### config.mk
export PLATFORM = sky130hd
export DESIGN_NAME = pc_sequencer
export DESIGN_NICKNAME = d
export VERILOG_FILES = /design/src/rtl/mips_pkg.sv /design/src/rtl/pc_next_mux.sv /design/src/rtl/pc_sequencer.sv
export SDC_FILE = /design/constraint.sdc
export NUM_CORES = 1
export LEC_CHECK = 0
export CAP_MARGIN = 15
export CORE_ASPECT_RATIO = 0.5
export CORE_UTILIZATION = 37
export DETAILED_ROUTE_END_ITERATION = 10
export GPL_TIMING_DRIVEN = 0
export HOLD_SLACK_MARGIN = 0.15
export PLACE_DENSITY = 0.77
export SLEW_MARGIN = 20
export SYNTH_ARGS = -nofsm -noshare
export SYNTH_HDL_FRONTEND = slang
export SYNTH_SLANG_ARGS = --single-unit
### constraint.sdc
create_clock -name clk -period 2.3 [get_ports clk]
set_input_delay 0.69 -clock clk [delete_from_list [all_inputs] [get_ports clk]]
set_output_delay 0.69 -clock clk [all_outputs]
set_load 0.02 [all_outputs]
### src/rtl/mips_pkg.sv
// Shared definitions for the MIPS core front end: sequencer state encoding
// and default reset / exception vectors.
package mips_pkg;

    // Debug state machine encoding for the PC sequencer.
    typedef enum logic [1:0] {
        ST_RUN  = 2'd0,
        ST_HALT = 2'd1,
        ST_STEP = 2'd2
    } pc_state_t;

    // Default vectors; instances truncate or extend them to their address width.
    localparam logic [31:0] DEF_RESET_VEC = 32'h0000_0000;
    localparam logic [31:0] DEF_EXC_VEC   = 32'h0000_0180;

endpackage

### src/rtl/pc_next_mux.sv
// Next-PC selection for the sequencer: a purely combinational priority chain
// of debug load, exception, hold, jump, branch and sequential fall-through.
// Targets coming from outside are forced onto a word boundary here.
module pc_next_mux
    import mips_pkg::*;
#(
    parameter int                 ADDR_W  = 32,
    parameter logic [ADDR_W-1:0]  EXC_VEC = ADDR_W'(DEF_EXC_VEC)
) (
    input  logic [ADDR_W-1:0] pc,
    input  logic [ADDR_W-1:0] pc_plus4,
    input  logic              load,
    input  logic [ADDR_W-1:0] pc_load,
    input  logic              advance,
    input  logic              stall,
    input  logic              exception,
    input  logic              jump,
    input  logic [ADDR_W-1:0] jump_target,
    input  logic              branch_taken,
    input  logic [ADDR_W-1:0] branch_target,
    output logic [ADDR_W-1:0] pc_next,
    output logic              epc_capture,
    output logic              count_advance
);

    // Clears the two byte-offset bits of an address.
    localparam logic [ADDR_W-1:0] ALIGN_MASK = {{(ADDR_W-2){1'b1}}, 2'b00};

    // Priority chain; only the jump/branch/sequential outcomes count as advances.
    always_comb begin
        pc_next       = pc;
        epc_capture   = 1'b0;
        count_advance = 1'b0;
        if (load) begin
            pc_next = pc_load & ALIGN_MASK;
        end else if (exception && advance) begin
            // Exception wins over stall so a stalled pipe can still trap.
            pc_next     = EXC_VEC;
            epc_capture = 1'b1;
        end else if (!advance || stall) begin
            pc_next = pc;
        end else begin
            count_advance = 1'b1;
            if (jump) begin
                pc_next = jump_target & ALIGN_MASK;
            end else if (branch_taken) begin
                pc_next = branch_target & ALIGN_MASK;
            end else begin
                pc_next = pc_plus4;
            end
        end
    end

endmodule

### src/rtl/pc_sequencer.sv
// Program-counter sequencer: owns the fetch PC, exception PC, advance counter
// and the run/halt/single-step debug state machine. Next-PC selection is
// delegated to pc_next_mux.
module pc_sequencer
    import mips_pkg::*;
#(
    parameter int                ADDR_W    = 32,
    parameter logic [ADDR_W-1:0] RESET_VEC = ADDR_W'(DEF_RESET_VEC),
    parameter logic [ADDR_W-1:0] EXC_VEC   = ADDR_W'(DEF_EXC_VEC),
    parameter int                CNT_W     = 16,
    parameter bit                BOOT_HALT = 1'b0
) (
    input  logic              clk,
    input  logic              reset,
    input  logic              load,
    input  logic [ADDR_W-1:0] pc_load,
    input  logic              stall,
    input  logic              jump,
    input  logic [ADDR_W-1:0] jump_target,
    input  logic              branch_taken,
    input  logic [ADDR_W-1:0] branch_target,
    input  logic              exception,
    input  logic              halt_req,
    input  logic              step_req,
    input  logic              resume_req,
    output logic [ADDR_W-1:0] pc,
    output logic [ADDR_W-1:0] pc_plus4,
    output logic [ADDR_W-1:0] epc,
    output logic              fetch_valid,
    output logic              halted,
    output logic [CNT_W-1:0]  adv_cnt
);

    localparam pc_state_t BOOT_STATE = BOOT_HALT ? ST_HALT : ST_RUN;

    pc_state_t         state;
    pc_state_t         state_next;
    logic              advance;
    logic [ADDR_W-1:0] pc_next;
    logic              epc_capture;
    logic              count_advance;

    // A halt request takes effect in the same cycle it is seen, so RUN
    // with halt_req already counts as not advancing.
    assign advance     = (state == ST_RUN && !halt_req) || (state == ST_STEP);
    assign fetch_valid = advance && !stall && !load;
    assign halted      = (state == ST_HALT);
    assign pc_plus4    = pc + ADDR_W'(4);

    pc_next_mux #(
        .ADDR_W  (ADDR_W),
        .EXC_VEC (EXC_VEC)
    ) u_next_mux (
        .pc            (pc),
        .pc_plus4      (pc_plus4),
        .load          (load),
        .pc_load       (pc_load),
        .advance       (advance),
        .stall         (stall),
        .exception     (exception),
        .jump          (jump),
        .jump_target   (jump_target),
        .branch_taken  (branch_taken),
        .branch_target (branch_target),
        .pc_next       (pc_next),
        .epc_capture   (epc_capture),
        .count_advance (count_advance)
    );

    // Debug state register.
    always_ff @(posedge clk) begin
        if (!reset) begin
            state <= BOOT_STATE;
        end else begin
            state <= state_next;
        end
    end

    // Debug next-state: resume beats step in HALT; STEP always falls back to HALT.
    always_comb begin
        state_next = state;
        case (state)
            ST_RUN:  if (halt_req) state_next = ST_HALT;
            ST_HALT: begin
                if (resume_req) begin
                    state_next = ST_RUN;
                end else if (step_req) begin
                    state_next = ST_STEP;
                end
            end
            ST_STEP: state_next = ST_HALT;
            default: state_next = ST_HALT;
        endcase
    end

    // PC, exception PC and advance counter registers.
    always_ff @(posedge clk) begin
        if (!reset) begin
            pc      <= RESET_VEC;
            epc     <= '0;
            adv_cnt <= '0;
        end else begin
            pc <= pc_next;
            if (epc_capture) begin
                epc <= pc;
            end
            if (count_advance) begin
                adv_cnt <= adv_cnt + CNT_W'(1);
            end
        end
    end

endmodule

# --- After elaboration in Yosys (flattened, before gate mapping) ---
# Index checks and enable logic that the tools add are counted.
word_totals:
  regBits: 82
  output_inout_bits: 114
classes:
  add_sub_neg: 2
  n_eq_ne: 5
  muxes: 14
  bitwise_logic: 1
  reduce_logical: 13
ops:
  columns: ["op", "n"]
  rows:
  - ["2-to-1 mux 32 bit", 5]
  - ["adder 32 x 3 -> 32 bit, second input constant", 1]
  - ["adder 16 x 1 -> 16 bit, second input constant", 1]
  - ["2-to-1 mux 2 bit", 3]
  - ["2-to-1 mux 1 bit", 5]
  - ["logical AND 1 bit", 4]
  - ["zero test 1 bit", 4]
  - ["case mux 2 bit (2 select lines)", 1]
  - ["inequality test 3 x 2 -> 1 bit, second input constant", 1]
  - ["inequality test 3 bit, second input constant", 1]
  - ["OR reduction 3 bit", 1]
  - ["equality test 2 x 1 -> 1 bit, second input constant", 1]
  - ["equality test 2 bit, second input constant", 1]
  - ["zero test 2 bit", 1]
  - ["logical OR 1 bit", 2]
  - ["inequality test 2 bit, second input constant", 1]
  - ["AND reduction 2 bit", 1]
  - ["NOT 1 bit", 1]

# --- Logic depth before layout (Yosys ltp) ---
logic_depth:
  depth_word: 8
  depth_mapped: 8
  ltp_nobuf: 6

# --- Hierarchy ---
# From an unflattened synthesis, not the netlist that was laid out.
unflattened:
  cells_unflattened: 546
  hier_area_um2: 4878.4
by_module_without_submodules:
  columns: ["mod", "instances", "cells_each", "area_per_inst_um2", "seq_area_each_um2"]
  rows:
  - ["pc_sequencer", 1, 356, 3478.3, 1641.6]
  - ["pc_next_mux", 1, 190, 1400.1, 0.0]

# --- Worst setup path after synthesis ---
# Ideal clock, no wire load.
synth_timing:
  path_type: "reg2out"
  startpoint: "register pc[4]"
  endpoint: "output port pc_plus4[31]"
  t_arrival_ps: 1961
  slack_ps: -351
  stages_incl_launch_ff: 6
  path_buffers: 1
  cell_sequence: "dfxtp_1 -> and4_1 -> buf_6 -> nand4_4 -> or4_4 -> xnor2_1"
synth_between:
  elab_chain_len: 1
synth_rtl:
  columns: ["element", "line", "rtl"]
  rows:
  - ["start: declaration", "pc_sequencer.sv:26", "output logic [ADDR_W-1:0] pc,"]
  - ["start signal: assignment", "pc_sequencer.sv:103", "pc <= pc_next;"]
  - ["adder 32 x 3 -> 32 bit", "pc_sequencer.sv:48", "assign pc_plus4 = pc + ADDR_W'(4);"]
  - ["end: declaration", "pc_sequencer.sv:27", "output logic [ADDR_W-1:0] pc_plus4,"]
# Every way passes these cells.

# --- Worst setup path after layout ---
layout_timing:
  startpoint: "register pc[7]"
  endpoint: "output port pc_plus4[31]"
# The elaborated chain is that of the path after synthesis.

==> flow_summary.ini <==
[status]
status = finished, violations left
violations = setup timing

[die]
die_h_um = 80.2
ios = 220
die_x_um = 158
dieArea_um2 = 12700
row_count = 28
coreArea_um2 = 11900
start_util_pct = 38.1

[routing]
drt-total-wl_um = 19400
vias = 5694
drc = 0
wire_per_inst_um = 19.3
viasPerCell = 5.67
drt_pre_antenna_iters = 6
drt_iter0_drc = 573
drtAntennaViolNets = 0

[timing]
finalSetupTns_ns = -6.75
hold_viol_final = 0
slew_headroom_pct = 54.0
clock_skew_ns = 0.00668
worst_pin_slew_ns = 0.689
setup_viol = 22
drv_slew = 0
fin_hold_ws_ns = 0.454
fmax_mhz = 361
worst_slack_ns = -0.467
fin_crit_ns = 2.77
rsz0062_at_grt = yes
fin_crit_sh_pct = 120

[worst_setup_path]
max_stage_delay_ns = 0.60
required_ns = 1.61
slowest_stage = or4_4
cp_top_family = simple AND/OR/NAND/NOR gates
crit_path_max_fanout = 5
end_kind = primary output
startpoint_type = flop
path_buf_inv = 2
critPathArrivalTime_ns = 2.08
worstPathCellList = and4_4, buf_6, nand4_4, or4_4, xnor2_4, buf_6
critical_path_class = reg2out
cpMostUsedCell = buf_6

[synthesis]
synthCells = 571
yosys_warnings = 0
synth_top_area_share_pct = 36.3
synth_nets = 680
ys.flop_type = dfxtp_1
synth_area_leader_cell = dfxtp_1
synth_edf_count = 0
synth_cell_types = 62
yosys-top-cells-area = dfxtp_1 (36%), nand2_1 (9.1%), a21oi_1 (5.4%)
ys_ff_latch = 82
yosysSeqAreaShare_pct = 36.3
synth_area_um2 = 4520
synthArstFlopShare_pct = 0
avgSynthCellArea_um2 = 7.92

[grt]
grt-ovfl-total = 0
grt_antenna_before_repair = 0
grt_pass1_vias = 5165
grt_pass1_wl_um = 27800
grt_usage_pct = 29.2
grt_max_degree = 15

[final_layout]
num-fill-cells = 944
antenna_cells = 0
final_util_pct = 66.7
drive_gt1_share_pct = 22.9
syn_to_final_growth_pct = 75.1
fin_nets = 943

[placement]
portBuffers = 210
dpl.hpwl_um = 13800
gp_congestion = 0.870

[job]
maxCapViolations = 0

[power_and_ir_drop]
ir_drop_uv = 383
p_leak_nw = 3.02
p_total_mw = 3.76
powerDensity_nw_per_um2 = 475

[clocking]
path_clk_slew_ns = 0.06
cts_tree = yes
htree_num_levels = 3
root_buffer = clkbuf_16
clk_latency_ns = 0.35
clock_path_buffers = 2
cts_made_buffers = 9
clkSinkCount = 82

[min_path]
hold_path_class = reg2reg
routing by layer:
metal	wire [um]	track usage, %	vias up
li1	-	-	2605
met1	7980	36.7	2697
met3	1710	5.67	56
met2	9120	48.4	336
met5	0	0	-
met4	618	13.4	0
tightest hold or removal path, cell delays in order (launching register included):
cell	delay (ns)
dfxtp_1	0.31
nand2_1	0.05
a21oi_1	0.05
kinds of logic (layout without fill, tap and decap cells):
group                      after synthesis  in the layout  share of synthesized area [%]
buffers and inverters                   58            326                           5.48
and+or+nand+nor                        230            230                           25.7
adders and majority gates                3              3                          0.830
DFF                                     82             82                           36.3
xor gates and xnor gates                35             35                           6.78
AOI/OAI and AO/OA                      157            157                           23.6
muxes                                    6              6                           1.33
stage by stage:
| stage | std cells | worst slack [ns] | instance area (um^2) |
|---|---|---|---|
| 2_1_floorplan | 571 | -0.0604 | 4640 |
| 3_3_place_gp | 946 | -0.973 | 6950 |
| 3_5_place_dp | 946 | -0.960 | 6950 |
| 4_1_cts | 986 | -0.444 | 7670 |
| 5_1_grt | 1004 | -0.506 | 7920 |
| 6_report | 1004 | -0.467 | 7920 |
sequential cells by signal (all words and copies together), names as in the netlist:
register  cells
adv_cnt      16
state         2
epc          32
pc           32
layout make-up:
class / instances / area, um^2 / area share, %
clock inverters: 5 / 38.8 / 0.490
multi-input cells: 431 / 3000 / 37.8
well taps: 165 / 206 / 2.61
clock buffers: 11 / 233 / 2.94
repair buffers: 255 / 2440 / 30.8
flip-flops and latches: 82 / 1720 / 21.8
plain buffers: 38 / 214 / 2.70
inverters: 17 / 67.6 / 0.853
synthesized netlist by cell type (7+ instances only):
cell	number
nand2_1	110
dfxtp_1	82
a21oi_1	49
clkbuf_1	29
nor2_1	28
xnor2_1	25
o21ai_0	23
nand3_1	18
inv_1	15
nand4_1	13
a222oi_1	12
xor2_1	10
o221ai_1	9
o22ai_1	9
nor4_1	8
a221oi_1	7
and2_1	7
nor3_1	7
where the power goes:
group          internal [mW]  total, mW  switching (mW)
clock                  0.737       1.37           0.635
sequential              1.46       1.52          0.0616
combinational          0.427      0.869           0.442
total                   2.62       3.76            1.14
placed cells by master (no fill, tap or decap), drive strengths merged, types with 6 or more instances in the layout:
cell type,Yosys,routed
clkdlybuf4s50,0,177
nand2,111,111
buf,12,83
dfxtp,82,82
a21oi,49,49
clkbuf,29,36
nor2,28,28
o21ai,25,25
xnor2,25,25
nand3,20,20
inv,16,17
nand4,14,14
a222oi,12,12
nor4,12,12
xor2,10,10
o221ai,9,9
o22ai,9,9
nor3,9,9
a221oi,7,7
and2,7,7
and4,7,7
o21a,6,6
mux2i,6,6
a22o,6,6
o31a,6,6
path summary, 6_finish.rpt:
check | end | slack, ns | depth (start not counted) | start
min | epc[7] | 0.45 | 2 | epc[7]
max reg2reg | pc[29] | 0.26 | 10 | pc[7]
max | pc_plus4[31] | -0.47 | 6 | pc[7]
min reg2reg | epc[7] | 0.45 | 2 | epc[7]
timing repair:
| action | CTS | global route |
|---|---|---|
| hold endpoints to repair | 0 | 0 |
| setup endpoints to repair | 98 | 82 |
| resized for setup | 214 | 42 |
| gates cloned | 1 | 0 |
| hold buffers | 0 | 0 |
| pin swaps | 33 | 17 |
| setup buffers | 26 | 19 |
(Power assumes the default switching activity.)
